--- config.mk ---
export PLATFORM = sky130hd
export DESIGN_NAME = opc_mem_arbiter
export DESIGN_NICKNAME = d
export VERILOG_FILES = /design/src/rtl/opc_bus_pkg.sv /design/src/rtl/opc_rr_pick.sv /design/src/rtl/opc_mem_arbiter.sv
export SDC_FILE = /design/constraint.sdc
export NUM_CORES = 1
export LEC_CHECK = 0
export CAP_MARGIN = 20
export CELL_PAD_IN_SITES_DETAIL_PLACEMENT = 1
export CELL_PAD_IN_SITES_GLOBAL_PLACEMENT = 1
export CORE_AREA = 2 2 53 55
export CTS_CLUSTER_DIAMETER = 120
export DETAILED_ROUTE_END_ITERATION = 8
export DIE_AREA = 0 0 55 57
export DONT_BUFFER_PORTS = 1
export PLACE_DENSITY_LB_ADDON = 0.1
export SYNTH_ARGS = -nofsm -noshare
export SYNTH_HDL_FRONTEND = slang
export SYNTH_SLANG_ARGS = --single-unit
--- constraint.sdc ---
create_clock -name clk -period 3.5 [get_ports clk]
set_input_delay 0.175 -clock clk [delete_from_list [all_inputs] [get_ports clk]]
set_output_delay 0.175 -clock clk [all_outputs]
set_load 0.05 [all_outputs]
--- src/rtl/opc_bus_pkg.sv ---
// Shared definitions for the OPC memory bus: arbiter state encodings (also used
// directly as the owner code) and the default bus widths.
package opc_bus_pkg;

    typedef enum logic [1:0] {
        ST_IDLE = 2'b00,
        ST_OWN0 = 2'b01,
        ST_OWN1 = 2'b10
    } arb_state_e;

    localparam int OPC_AW = 12;
    localparam int OPC_DW = 8;

endpackage

--- src/rtl/opc_rr_pick.sv ---
// Two-input round-robin picker: grants the sole requester, or the preferred
// master (prio) when both request.
module opc_rr_pick
    import opc_bus_pkg::*;
(
    input  logic [1:0] req,
    input  logic       prio,
    output logic       grant,
    output logic       valid
);

    assign valid = |req;
    assign grant = (req == 2'b11) ? prio : req[1];

endmodule

--- src/rtl/opc_mem_arbiter.sv ---
// Round-robin two-master arbiter for the single OPC memory port, granting
// bursts of up to MAX_BURST beats with registered per-master acks.
module opc_mem_arbiter
    import opc_bus_pkg::*;
#(
    parameter int AW        = OPC_AW,
    parameter int DW        = OPC_DW,
    parameter int MAX_BURST = 4
) (
    input  logic          clk,
    input  logic          reset,
    input  logic          m0_req,
    input  logic [AW-1:0] m0_addr,
    input  logic          m0_rnw,
    input  logic [DW-1:0] m0_wdata,
    input  logic          m1_req,
    input  logic [AW-1:0] m1_addr,
    input  logic          m1_rnw,
    input  logic [DW-1:0] m1_wdata,
    output logic          m0_ack,
    output logic [DW-1:0] m0_rdata,
    output logic          m1_ack,
    output logic [DW-1:0] m1_rdata,
    output logic          mem_ce,
    output logic [AW-1:0] mem_addr,
    output logic          mem_rnw,
    output logic [DW-1:0] mem_wdata,
    input  logic [DW-1:0] mem_rdata,
    output logic [1:0]    owner
);

    localparam int CW = $clog2(MAX_BURST + 1);

    arb_state_e    state_q, state_d;
    logic          prio_q, prio_d;
    logic [CW-1:0] cnt_q, cnt_d, cnt_inc;
    logic          ack0_q, ack1_q;
    logic          issue, own_is1, own_req, oth_req;
    logic          pick_gnt, pick_vld;
    arb_state_e    oth_state;

    opc_rr_pick u_pick (
        .req   ({m1_req, m0_req}),
        .prio  (prio_q),
        .grant (pick_gnt),
        .valid (pick_vld)
    );

    assign own_is1   = (state_q == ST_OWN1);
    assign own_req   = own_is1 ? m1_req : m0_req;
    assign oth_req   = own_is1 ? m0_req : m1_req;
    assign oth_state = own_is1 ? ST_OWN0 : ST_OWN1;
    assign cnt_inc   = cnt_q + CW'(1);

    always_comb begin
        state_d = state_q;
        prio_d  = prio_q;
        cnt_d   = cnt_q;
        issue   = 1'b0;
        case (state_q)
            ST_IDLE: begin
                if (pick_vld) begin
                    state_d = pick_gnt ? ST_OWN1 : ST_OWN0;
                    cnt_d   = '0;
                end
            end
            ST_OWN0, ST_OWN1: begin
                if (!own_req) begin
                    // Voluntary release: no beat this cycle, hand the preference over.
                    state_d = oth_req ? oth_state : ST_IDLE;
                    prio_d  = ~own_is1;
                    cnt_d   = '0;
                end else begin
                    issue = 1'b1;
                    if (cnt_inc == CW'(MAX_BURST)) begin
                        // Burst limit: switch only if the other side is waiting.
                        cnt_d = '0;
                        if (oth_req) begin
                            state_d = oth_state;
                            prio_d  = ~own_is1;
                        end
                    end else begin
                        cnt_d = cnt_inc;
                    end
                end
            end
            default: state_d = ST_IDLE;
        endcase
    end

    always_comb begin
        mem_ce    = issue;
        mem_rnw   = 1'b1;
        mem_addr  = '0;
        mem_wdata = '0;
        if (issue) begin
            mem_rnw   = own_is1 ? m1_rnw   : m0_rnw;
            mem_addr  = own_is1 ? m1_addr  : m0_addr;
            mem_wdata = own_is1 ? m1_wdata : m0_wdata;
        end
    end

    always_ff @(posedge clk) begin
        if (reset) begin
            state_q <= ST_IDLE;
            prio_q  <= 1'b0;
            cnt_q   <= '0;
            ack0_q  <= 1'b0;
            ack1_q  <= 1'b0;
        end else begin
            state_q <= state_d;
            prio_q  <= prio_d;
            cnt_q   <= cnt_d;
            ack0_q  <= issue & ~own_is1;
            ack1_q  <= issue & own_is1;
        end
    end

    assign owner    = state_q;
    assign m0_ack   = ack0_q;
    assign m1_ack   = ack1_q;
    assign m0_rdata = ack0_q ? mem_rdata : '0;
    assign m1_rdata = ack1_q ? mem_rdata : '0;

endmodule

### Word-level counts from Yosys, hierarchy flattened

Index checks and enable logic that the tools add are counted.

* register bits after elaboration: 8
* bits of input ports: 54
* output and inout port bits: 42
* logic and storage cells: 53

* $add $sub $neg: 1
* equal/unequal tests: 9
* multiplexer cells: 28
* bitwise operators: 3
* reductions and logical operators: 7

Operators by type and width (count)
* $mux 8: 4
* $mux 12: 2
* $mux 2: 7
* $mux 1: 10
* $mux 3: 3
* $ne 3x3->1 const B: 2
* $pmux 3 s2: 1
* $reduce_and 3->1: 2
* $eq 2x2->1 const B: 2
* $ne 2x1->1 const B: 2
* $pmux 2 s2: 1
* $reduce_or 2->1: 2
* $add 3x1->3 const B: 1
* $eq 3x3->1 const B: 1
* $and 1x1->1: 2
* $eq 2x1->1 const B: 1
* $logic_not 2->1: 1
* $ne 2x2->1 const B: 1
* $reduce_and 2->1: 1
* $reduce_bool 2->1: 1
* $not 1->1: 1

### Depth between registers and ports, before layout

* depth in word-level cells: 6
* mapped depth: 7
* depth with buffers taken out: 7

### Modules after synthesis

A second synthesis with hierarchy kept.

* cells, all modules: 123
* area, all modules: 938.4 um2

Modules (own cells, without submodules)
* opc_mem_arbiter: instances 1, cells an instance 120, area an instance 920.9 um2
* opc_rr_pick: instances 1, cells an instance 3, area an instance 17.5 um2

### Worst setup path before layout

Ideal clock, no wire load.

* path type: register -> output
* start: reg state_q[0], in the netlist owner[0]
* end: out mem_addr[0]
* data arrival time: 2251 ps
* required time: 3325 ps
* setup slack: 1074 ps
* stages on the path, launching flop included: 7
* path through: dfxtp_1 > inv_1 > ha_1 > nor2b_2 > o21ai_4 > clkbuf_1 > nor2_1

* word-level cells in the longest chain between the ends: 5
* elaborated cells on any way between the ends: 8
* those cells by class: eq/ne: 2; mux: 5; reduce/logical: 1

Ends and longest elaborated chain
* start: declaration: line opc_mem_arbiter.sv:34 `arb_state_e state_q, state_d;`
* start signal: assignment: line opc_mem_arbiter.sv:111 `state_q <= state_d;`
* $eq 2x2->1: line opc_mem_arbiter.sv:49, opc_mem_arbiter.sv:60
* $mux 1: line opc_mem_arbiter.sv:50 `assign own_req = own_is1 ? m1_req : m0_req;`
* $mux 1: line opc_mem_arbiter.sv:68 `if (!own_req) begin`
* $mux 1: line opc_mem_arbiter.sv:60 `case (state_q)`
* $mux 12 *: line opc_mem_arbiter.sv:96 `if (issue) begin`
* end: declaration: line opc_mem_arbiter.sv:25 `output logic [AW-1:0] mem_addr,`

Mark *: on every way between the ends. The rest lies on a longest branch, timed or not.

### Worst setup path after layout

* start: reg state_q[0], in the netlist owner[0]
* end: out mem_rnw

* word-level cells in the longest chain between the ends: 5
* elaborated cells on any way between the ends: 8
* those cells by class: eq/ne: 2; mux: 5; reduce/logical: 1

Ends and longest elaborated chain
* $eq 2x2->1: line opc_mem_arbiter.sv:49, opc_mem_arbiter.sv:60
* $mux 1: line opc_mem_arbiter.sv:50
* $mux 1: line opc_mem_arbiter.sv:68
* $mux 1 *: line opc_mem_arbiter.sv:60
* via mem_ce: line opc_mem_arbiter.sv:24 `output logic mem_ce,`
* $mux 1 *: line opc_mem_arbiter.sv:96
* end: declaration: line opc_mem_arbiter.sv:26 `output logic mem_rnw,`

The timed path passes the listed nets; every way through them passes the cells marked *.

==> flow_summary_export.csv <==
group,metric,value,unit
outcome,outcome,"completed",
global_routing,antenna_found_initial,0,
logic_synthesis,ys_dominant_reg_cell,"dfxtp_1",
layout,regArea,160.2,µm²
sta,fin_skew,0.008233,ns
routing,wl_per_cell,15.34,µm
placed_design,gp_congestion,0.7728,
sta,worst_pin_slew,0.6572,ns
logic_synthesis,yosys-top-cells-count,"nor2_1 (23), mux2i_1 (21), and2_1 (16)",
clock_network,cts_tree,"yes",
global_routing,grt.overflow.total,0,
placed_design,dp_worst_setup_slack,0.9714,ns
logic_synthesis,synth_edf_count,0,
floorplanning,core_area,2615,µm²
sta,period_share,0.7978,
layout,multi_input_area,721.9,µm²
logic_synthesis,synth_area_leader_cell,"mux2i_1",
critical_path,worstSetupEndpointType,"output port",
clock_network,clockBufferDepth,2,
sta,hold_viol,0,
floorplanning,die_h,57,µm
routing,drc_errors,0,
clock_network,path_clk_slew,0.06,ns
logic_synthesis,async_flop_share,0,
clock_network,cts_buffers,3,
critical_path,worst-path-max-fanout,25,
layout,insertedDiodeCount,0,
routing,ant_nets,0,
flow_run,cap_violations,0,
logic_synthesis,yosys_register_bits,8,
logic_synthesis,synth_top_cells_by_area,"mux2i_1 (22%), dfxtp_1 (17%), and2_1 (11%)",
routing,via_count,963,
clock_network,cts_resized,0,
logic_synthesis,ys_types,35,
routing,drtIter0Drc,6,
critical_path,worstSetupPathType,"reg2out",
global_routing,grt_pass1_vias,938,
sta,layout_setup_ws,0.7077,ns
sta,maxSlewViolCount,0,
sta,final.setup.tns,0,ns
layout,nFillCells,337,
placed_design,dpl.hpwl,2.181,mm
logic_synthesis,synth_top_area_frac,0.2225,
power_and_ir_drop,p_per_area,835.9,nW/µm²
clock_network,htreeDepth,1,
logic_synthesis,syn_nets,184,
global_routing,grt_pass1_wl,3.960,mm
critical_path,crit_required,3.32,ns
floorplanning,start_util,0.3612,
logic_synthesis,syn_area_per_cell,7.618,µm²
routing,wl,2.684,mm
sta,setup_viol,0,
layout,drive_above_1_share,0.2153,
routing,first_pass_iters,3,
clock_network,root_buffer,"clkbuf_4",
sta,relSlewSlack,0.5613,
logic_synthesis,yosys_warnings,0,
critical_path,reg2reg_slack,1.03,ns
power_and_ir_drop,leakage,0.4994,nW
global_routing,grt_usage,0.1680,
clock_network,clk_latency,0.26,ns
placed_design,port_buffers,0,
sta,fin_crit,2.792,ns
sta,fmax,0.3581,GHz
sta,rsz0062_at_grt,"false",
worst_hold_path,hold_path.class,"in2reg",
critical_path,cp.arrival,2.62,ns
logic_synthesis,synth_area,944.7,µm²
routing,routed_via_density,5.503,
floorplanning,die-area,3135,µm²
critical_path,start_kind,"register",
layout,syn_to_final_growth,21.19,%
floorplanning,fp-row-count,19,
logic_synthesis,seq_area_frac_synth,0.1695,
floorplanning,dieWidth,55,µm
power_and_ir_drop,irDropWorstVdd,0.4603,mV
global_routing,grt_max_degree,26,
logic_synthesis,yosysMostFrequentCell,"nor2_1",
logic_synthesis,netlist_instances,124,
floorplanning,io-pin-count,96,
layout,final_nets,206,
clock_network,clock-sinks,8,
final cells by class:
cell class / count / area share
repair buffers: 23 / 0.1530
multi-input cells: 103 / 0.6306
well taps: 31 / 0.03388
inverters: 7 / 0.02295
clock buffers: 3 / 0.01967
flip-flops and latches: 8 / 0.1399
timing repair:
action | in CTS | in global routing
setup buffers | 0 | 0
hold endpoints to repair | 4 | 0
hold buffers | 1 | 0
where the power goes:
group	total, W	switching (W)	internal [W]
clock network	0.0000715	0.0000322	0.0000393
registers	0.000170	0.0000607	0.000109
logic	0.000716	0.000495	0.000221
total	0.000957	0.000588	0.000369
kinds of logic after synthesis:
family	Yosys count	share of synthesized area
xor gates and xnor gates	1	0.009273
adders and majority gates	6	0.07947
DFF	8	0.1695
buffers and inverters	13	0.06623
AOI/OAI and AO/OA	16	0.1245
and+or+nand+nor	58	0.3166
muxes	22	0.2344
registers in the layout, summed over array words and instances (netlist names):
register and flops:
m0_ack 1, cnt_q 3, m1_ack 1, prio_q 1
owner 2
layer usage:
layer / GRT usage / part of all wire / vias up
met1: 0.1799 / 0.37 / 436
met5: 0 / 0 / -
li1: - / - / 468
met4: 0.05226 / 0.010 / 0
met3: 0.02094 / 0.074 / 4
met2: 0.3231 / 0.55 / 55
stage by stage:
stage                     instances  utilization  total power, W  cell area [µm²]  hold WS [ns]
after floorplan                 124            -       0.0007431            944.7        0.3391
after global placement          171       0.4254       0.0008808             1112        0.2457
after detailed placement        171       0.4254       0.0008915             1112        0.2493
after CTS                       175       0.4378       0.0009682             1145       0.02117
after global routing            175       0.4378        0.001013             1145       0.02302
final                           175       0.4378       0.0009570             1145       0.02823
final timing paths:
path                                             from                    end  cells after the start
worst max-delay path            owner[0]$_SDFFE_PP0P_                mem_rnw                      7
worst min-delay path                            reset  owner[0]$_SDFFE_PP0P_                      1
worst max register to register  owner[0]$_SDFFE_PP0P_  owner[0]$_SDFFE_PP0P_                      8
worst min register to register  cnt_q[1]$_SDFFE_PP0P_  cnt_q[1]$_SDFFE_PP0P_                      2
cells in the final DEF, fill, tap and decap left out, drive strengths merged, types with 2 or more instances in the layout:
cell	count
and2	17
nor2b	2
nand3	3
ha	6
nand2	5
nor2	23
buf	22
clkbuf	3
mux2i	21
a31oi	2
inv	7
a21oi	3
dfxtp	8
o32ai	2
o21ai	5
worst max-delay path: stages, from the launching register on:
cell     delay [ns]
dfxtp_1        0.65
inv_1          0.19
ha_1           0.32
and2_4         0.19
o21ai_4        0.11
buf_4          0.27
inv_2          0.21
nand2_1        0.41
(Power assumes the default switching activity.)
